**config.mk**
```make
export PLATFORM = sky130hd
export DESIGN_NAME = fetch_unit
export DESIGN_NICKNAME = d
export VERILOG_FILES = /design/src/rtl/fetch_unit.sv
export SDC_FILE = /design/constraint.sdc
export NUM_CORES = 1
export LEC_CHECK = 0
export CORE_AREA = 2 2 166 151
export CTS_CLUSTER_DIAMETER = 120
export DETAILED_ROUTE_END_ITERATION = 16
export DIE_AREA = 0 0 168 153
export PLACE_DENSITY_LB_ADDON = 0.15
export SYNTH_ARGS = -nofsm -noshare
export SYNTH_HDL_FRONTEND = slang
export SYNTH_SLANG_ARGS = --single-unit
```
**constraint.sdc**
```tcl
create_clock -name clk -period 4 [get_ports clk]
set_input_delay 0.4 -clock clk [delete_from_list [all_inputs] [get_ports clk]]
set_output_delay 0.4 -clock clk [all_outputs]
set_load 0.1 [all_outputs]
```
**src/rtl/fetch_unit.sv**
```systemverilog
// fetch_unit: instruction fetch stage.
//
// Holds the architectural fetch PC and issues in-order word fetches over a
// request/grant port whose response arrives exactly one cycle after the grant.
// Returned words are queued with their PCs in a small prefetch FIFO. The FIFO
// head is presented to decode and is consumed under the pipeline advance
// signal. A redirect flushes everything buffered and in flight and restarts
// fetch at the (word-aligned) target.
//
// Parameters
//   WIDTH     address / instruction width
//   DEPTH     prefetch FIFO entries (power of two, >= 2)
//   RESET_PC  first fetch address after reset
//
// Ports
//   clk             clock, rising edge
//   rst             synchronous reset, active low
//   imem_req        fetch request valid
//   imem_addr       fetch address (word aligned)
//   imem_gnt        memory accepts the request this cycle
//   imem_rvalid     response valid, one cycle after a grant
//   imem_rdata      instruction word returned with imem_rvalid
//   redirect_valid  taken branch / jump, restart fetch
//   redirect_pc     restart target, low two bits ignored
//   instr_valid     FIFO head holds an instruction
//   instr           FIFO head instruction, NOP when not valid
//   instr_pc        FIFO head PC, zero when not valid
//   instr_ready     decode consumes the head this cycle
module fetch_unit #(
  parameter int unsigned      WIDTH    = 32,
  parameter int unsigned      DEPTH    = 4,
  parameter logic [WIDTH-1:0] RESET_PC = '0
) (
  input  logic             clk,
  input  logic             rst,
  output logic             imem_req,
  output logic [WIDTH-1:0] imem_addr,
  input  logic             imem_gnt,
  input  logic             imem_rvalid,
  input  logic [WIDTH-1:0] imem_rdata,
  input  logic             redirect_valid,
  input  logic [WIDTH-1:0] redirect_pc,
  output logic             instr_valid,
  output logic [WIDTH-1:0] instr,
  output logic [WIDTH-1:0] instr_pc,
  input  logic             instr_ready
);

  localparam int unsigned      PtrW     = (DEPTH > 1) ? $clog2(DEPTH) : 1;
  localparam int unsigned      CntW     = $clog2(DEPTH + 1);
  localparam logic [WIDTH-1:0] Nop      = WIDTH'(32'h0000_0013);
  localparam logic [WIDTH-1:0] PcStep   = WIDTH'(4);
  localparam logic [CntW:0]    DepthOcc = (CntW + 1)'(DEPTH);

  // Control state
  logic [WIDTH-1:0] fetch_pc_q, fetch_pc_d;
  logic [WIDTH-1:0] pend_pc_q, pend_pc_d;
  logic             pending_q, pending_d;
  logic [CntW-1:0]  count_q, count_d;
  logic [PtrW-1:0]  rptr_q, rptr_d;
  logic [PtrW-1:0]  wptr_q, wptr_d;

  // FIFO storage; contents are only observable while count_q is non-zero,
  // so it carries no reset.
  logic [WIDTH-1:0] fifo_instr_q [DEPTH];
  logic [WIDTH-1:0] fifo_pc_q    [DEPTH];

  logic [CntW:0] occupancy;
  logic          grant;
  logic          push;
  logic          pop;
  logic          head_valid;

  // Target alignment drops the two low bits of the redirect address.
  logic unused_redirect_lsbs;
  assign unused_redirect_lsbs = ^redirect_pc[1:0];

  // Request / handshake decode. A granted request reserves a FIFO slot while
  // its response is in flight, so buffered plus pending can never exceed DEPTH.
  always_comb begin
    occupancy  = {1'b0, count_q} + {{CntW{1'b0}}, pending_q};
    imem_req   = rst & ~redirect_valid & (occupancy < DepthOcc);
    imem_addr  = rst ? fetch_pc_q : RESET_PC;
    grant      = imem_req & imem_gnt;
    head_valid = rst & (count_q != '0);
    // Only a response to a request granted last cycle is accepted; this also
    // drops strays in the first cycle after reset release.
    push       = rst & pending_q & imem_rvalid & ~redirect_valid;
    pop        = head_valid & instr_ready & ~redirect_valid;
  end

  // Next-state logic
  always_comb begin
    fetch_pc_d = fetch_pc_q;
    pend_pc_d  = pend_pc_q;
    pending_d  = grant;
    count_d    = count_q;
    rptr_d     = rptr_q;
    wptr_d     = wptr_q;

    if (redirect_valid) begin
      fetch_pc_d = {redirect_pc[WIDTH-1:2], 2'b00};
      pending_d  = 1'b0;
      count_d    = '0;
      rptr_d     = '0;
      wptr_d     = '0;
    end else begin
      if (grant) begin
        fetch_pc_d = fetch_pc_q + PcStep;
        pend_pc_d  = fetch_pc_q;
      end
      if (push) begin
        wptr_d = wptr_q + PtrW'(1);
      end
      if (pop) begin
        rptr_d = rptr_q + PtrW'(1);
      end
      case ({push, pop})
        2'b10:   count_d = count_q + CntW'(1);
        2'b01:   count_d = count_q - CntW'(1);
        default: count_d = count_q;
      endcase
    end
  end

  always_ff @(posedge clk) begin
    if (!rst) begin
      fetch_pc_q <= RESET_PC;
      pend_pc_q  <= '0;
      pending_q  <= 1'b0;
      count_q    <= '0;
      rptr_q     <= '0;
      wptr_q     <= '0;
    end else begin
      fetch_pc_q <= fetch_pc_d;
      pend_pc_q  <= pend_pc_d;
      pending_q  <= pending_d;
      count_q    <= count_d;
      rptr_q     <= rptr_d;
      wptr_q     <= wptr_d;
    end
  end

  always_ff @(posedge clk) begin
    if (push) begin
      fifo_instr_q[wptr_q] <= imem_rdata;
      fifo_pc_q[wptr_q]    <= pend_pc_q;
    end
  end

  // Decode-facing outputs come from registered FIFO state only.
  always_comb begin
    instr_valid = head_valid;
    instr       = head_valid ? fifo_instr_q[rptr_q] : Nop;
    instr_pc    = head_valid ? fifo_pc_q[rptr_q] : '0;
  end

endmodule

```
Word-level counts from Yosys, hierarchy flattened. Memories as Yosys holds them, arrays and structs flattened. A register that Yosys moved wholly into a read port is not among the register bits. Cells that the tools add are included.

Output and inout bits: 98. Memories kept: 2. Bits in registers: 72. RAM bits: 256. Word-level logic and storage cells: 46. Input port bits: 70.

Memories: fifo_instr_q (words 4, bits a word 32, rd ports 1, clocked after Yosys merged registers in 1, wr ports 1, RTL line 65) `logic [WIDTH-1:0] fifo_instr_q [DEPTH];`; fifo_pc_q (words 4, bits a word 32, rd ports 1, clocked after Yosys merged registers in 1, wr ports 1, RTL line 66) `logic [WIDTH-1:0] fifo_pc_q [DEPTH];`.

Add/subtract/negate cells: 6. $lt $le $gt $ge: 1. Eq/ne operators: 2. Mux-type cells: 12. Bitwise gates (word level): 11. Reductions and logical operators: 5.

Operator list (count): 32-bit two-way mux (5); 32-bit by 3-bit adder with 32-bit output (second input constant) (1); 1-bit AND (9); 2-bit two-way mux (4); 3-bit case mux with 2 select lines (1); 2-bit by 1-bit adder with 2-bit output (second input constant) (2); 3-bit by 1-bit adder with 4-bit output (1); 4-bit by 3-bit less-than comparator with 1-bit output (second input constant) (1); 2-bit nonzero test (2); 3-bit by 1-bit adder with 3-bit output (second input constant) (1); 3-bit nonzero test (1); 3-bit by 1-bit subtractor with 3-bit output (second input constant) (1); 2-bit by 1-bit == test with 1-bit output (second input constant) (1); 2-bit == test (second input constant) (1); 1-bit two-way mux (2); 1-bit inverter (2); 2-bit AND reduction (1); 2-bit OR reduction (1).

Depth between registers and ports, before layout.
Depth after elaboration: 6. Depth in mapped cells: 11.

Worst setup path after synthesis. Ideal clock, no wire load.

Path kind: input -> output. Start: input redirect_valid. End: output imem_req. Required time: 3.600 ns. Arrival time: 3.000 ns. Cell stages on the path: 4. Slack: 0.600 ns. Cell sequence: clkbuf_1 clkinv_1 nand2_1 nor3_1.

Cells in the longest elaborated chain, start to end: 3.

RTL lines: from (decl) (RTL line 41) `input logic redirect_valid,`; 1-bit inverter (no source line); 1-bit AND (2 in series) (RTL line 82) `imem_req = rst & ~redirect_valid & (occupancy < DepthOcc);`; to (decl) (RTL line 36) `output logic imem_req,`.

No other way between the ends.

==> reports/qor_table.md <==
| Parameter | This run |
|---|---|
| Post-layout minimum cycle time | 2990 ps |
| Number of register bits inferred by synthesis | 318 |
| # IOs | 168 |
| Worst rel slew slack | 37.1% |
| Number of enable-type register cells in the synthesized netlist | 248 |
| Pin count of the biggest net entering global routing | 63 |
| Largest clock skew in the final design | 14.0 ps |
| Final global-route overflow total | 0 |
| # rows | 54 |
| Worst-case reg-to-reg path depth | 8 |
| Number of global-route vias before repair | 7698 |
| Initial detailed-routing violation count | 668 |
| HPWL Detailed | 17300 um |
| Max H-tree Level | 1 |
| Warnings from Yosys | 0 |
| Power per cell area | 443 nW/um^2 |
| Number of antenna violations at the first check in global routing | 1 |
| Post-Syn Area per Cell | 15.0 um^2 |
| Adder-cell share of the synthesized area | 0.732% |
| Mean routed wirelength per cell | 20.8 um |
| Synthesized-area fraction occupied by xor and xnor cells | 0.607% |
| Static power due to leakage | 0.00548 uW |
| Initial standard-cell utilization of the core | 54.2% |
| Startpoint of the tightest hold check path | rst |
| Post-synth top area share | 57.3% |
| Yosys cell types | 58 |
| Final layout net count | 1097 |
| Number of CTS-inserted buffers | 31 |
| Dominant cell by count in the synthesized netlist | sky130_fd_sc_hd__edfxtp_1 |
| Setup violators final | 0 |
| Post-synthesis cell type with the largest combined area | sky130_fd_sc_hd__edfxtp_1 |
| Final weighted congestion in routability-driven placement | 0.850 |
| Final Cell Area | 15800 um^2 |
| Wire length of the first global-routing pass | 43900 um |
| Global-route total usage across every layer | 22.1% |
| Crit Reg-Reg Endpoint | count_q[2] |
| Setup repair after global routing missed its margin | false |
| Endpoint arrival time on the critical path | 2590 ps |
| Root buffer cell | sky130_fd_sc_hd__clkbuf_16 |
| Share of post-route cells with drive strength above 1 | 23.7% |
| Die boundary width | 168 um |
| Count of buffers from port buffering | 161 |
| Main area contributors after synthesis | sky130_fd_sc_hd__edfxtp_1, sky130_fd_sc_hd__dfxtp_1, sky130_fd_sc_hd__mux4_2 |
| Reg2Reg Launch Point | count_q[2] |
| Placed cell area | 14700 um^2 |
| Tightest Pin Transition | 944 ps |
| Peak VDD IR | 367 uV |
| Core box area | 24000 um^2 |
| Final routed wirelength across all metal layers | 28100 um |
| Post-CTS setup buffer count | 0 |
| Portion of the clock cycle consumed by the worst path in the final layout | 74.8% |
| Critical path class | reg -> out |
| Fraction of the mapped netlist area in simple logic gates | 11.9% |
| Post-synth design cell area | 13000 um^2 |
| Final hold vios | 0 |
| Outcome | complete, no violations |
| Req. time, crit path | 3600 ps |
| CTS resizes | 0 |
| Clock slew seen by the registers of the worst setup and hold paths | 60 ps |
| Prevailing post-synth register cell | sky130_fd_sc_hd__edfxtp_1 |
| Total design power | 6990 uW |
| Startpoint class of the critical path | flip-flop |
| Share of flip-flops with an asynchronous set or reset after synthesis | 0% |
| Router iterations before antenna repair | 4 |
| Via count | 7865 |
| CTS tree | built |
| Main combinational cell family by area after synthesis | simple AND/OR/NAND/NOR gates |
| Post-synthesis mux area share | 10.7% |
| Final worst hold slack | 340 ps |
| Number of instances in the synthesized netlist | 867 |
| Highest achievable clock rate | 334 MHz |
| Largest fanout on the critical path | 28 |
| Number of sinks on the clock net | 318 |
| Vias per cell | 5.81 |
| Number of maximum-capacitance constraint violations | 0 |
| Final number of max-transition violations | 0 |
| Commonest cells post-synth | sky130_fd_sc_hd__edfxtp_1, sky130_fd_sc_hd__nand2_1, sky130_fd_sc_hd__dfxtp_1 |
| Worst hold stages | 3 |
| Sequential cell area fraction in the yosys report | 68.1% |
| Detail Route Antenna Nets | 0 |
| Worst reg2reg setup slack | 1630 ps |
| Relative area change from synthesis to final layout | 21.4% |
| Floorplan die area | 25700 um^2 |
| Die span in y | 153 um |
| Cts hold-fix bufs | 0 |
| Insertion delay of the later-clocked pin in the worst-skew pair | 560 ps |
| Synth Area in Compound Gates | 5.28% |
| Total negative setup slack | 0 ps |
| Max Buffers Root-to-Sink | 3 |
| Number of remaining DRC errors | 0 |
| End point of the most critical hold path | count_q[2] |
| Crit. End Element | output pin |
| Worst min-delay path category | in -> reg |
metal layers:
metal	track usage (%)	wire (um)	share of wire, %	up-vias
met5	0	0	0	-
met4	6.38	722	2.6	0
met3	2.90	1200	4.3	48
met2	36.2	14000	50	201
met1	31.6	12300	44	3942
li1	-	-	-	3674
state kept, by name, indices dropped and copies added (netlist names), named ones only:
name,count
count_q,3
fifo_instr_q,128
wptr_q,2
pend_pc_q,30
fifo_pc_q,120
fetch_pc_q,30
rptr_q,2
pending_q,1
worst max-delay path, stage by stage (launching register included):
cell and delay, ps:
sky130_fd_sc_hd__dfxtp_4 700, sky130_fd_sc_hd__buf_12 310, sky130_fd_sc_hd__mux4_2 540, sky130_fd_sc_hd__and3_1 210, sky130_fd_sc_hd__buf_4 230
how the worst max path moves through the flow:
stage	startpoint	endpoint	slack [ps]	cells after the start
after detailed placement	redirect_valid	count_q[2]	730	11
after global routing	flip-flop	instr_pc[15]	840	4
after CTS	flip-flop	instr_pc[17]	940	4
after global placement	redirect_valid	count_q[2]	770	11
after floorplan	redirect_valid	imem_req	600	4
final	flip-flop	instr_pc[10]	1010	4
logic make-up (layout without fill, tap and decap cells):
family | count (synthesis) | in the layout
AND/OR/NAND/NOR | 280 | 280
multiplexers | 62 | 62
flip-flops | 318 | 318
other | 1 | 5
adder cells (fa/ha/maj) | 7 | 7
AO/OA/AOI/OAI | 109 | 109
buffers and inverters | 81 | 256
XOR/XNOR | 9 | 9
cell usage in the layout, fill, tap and decap left out, types with 13 or more instances in the layout:
cell type,n
sky130_fd_sc_hd__a21oi_1,39
sky130_fd_sc_hd__a31oi_1,15
sky130_fd_sc_hd__and2_1,22
sky130_fd_sc_hd__and3_1,68
sky130_fd_sc_hd__buf_4,106
sky130_fd_sc_hd__clkbuf_16,35
sky130_fd_sc_hd__clkdlybuf4s50_1,66
sky130_fd_sc_hd__dfxtp_1,68
sky130_fd_sc_hd__edfxtp_1,248
sky130_fd_sc_hd__inv_1,18
sky130_fd_sc_hd__mux4_2,62
sky130_fd_sc_hd__nand2_1,75
sky130_fd_sc_hd__nand3_1,14
sky130_fd_sc_hd__nand4_1,16
sky130_fd_sc_hd__nor2_1,26
sky130_fd_sc_hd__nor3_1,13
sky130_fd_sc_hd__o21ai_0,17
power by group:
part	internal (uW)	switching [uW]
clock network	1800	1210
logic	123	246
registers	3570	45.0
stage by stage:
step	cells	setup WS (ps)	utilization [%]
detailed placement	1295	726	61.3
global route	1354	842	65.8
finish	1354	1010	65.8
floorplan	870	600	-
global placement	1295	766	61.3
CTS	1353	942	65.8
layout make-up:
cell class                 count  area, um^2
sequential                   318        8860
fill                        1733        8210
multi-input combinational    471        3820
timing repair buffer         178        1560
clock buffer                  43         916
tap                          308         385
clock inverter                15         159
inverter                      20        75.1
antenna                        1        2.50
(Power assumes the default switching activity.)
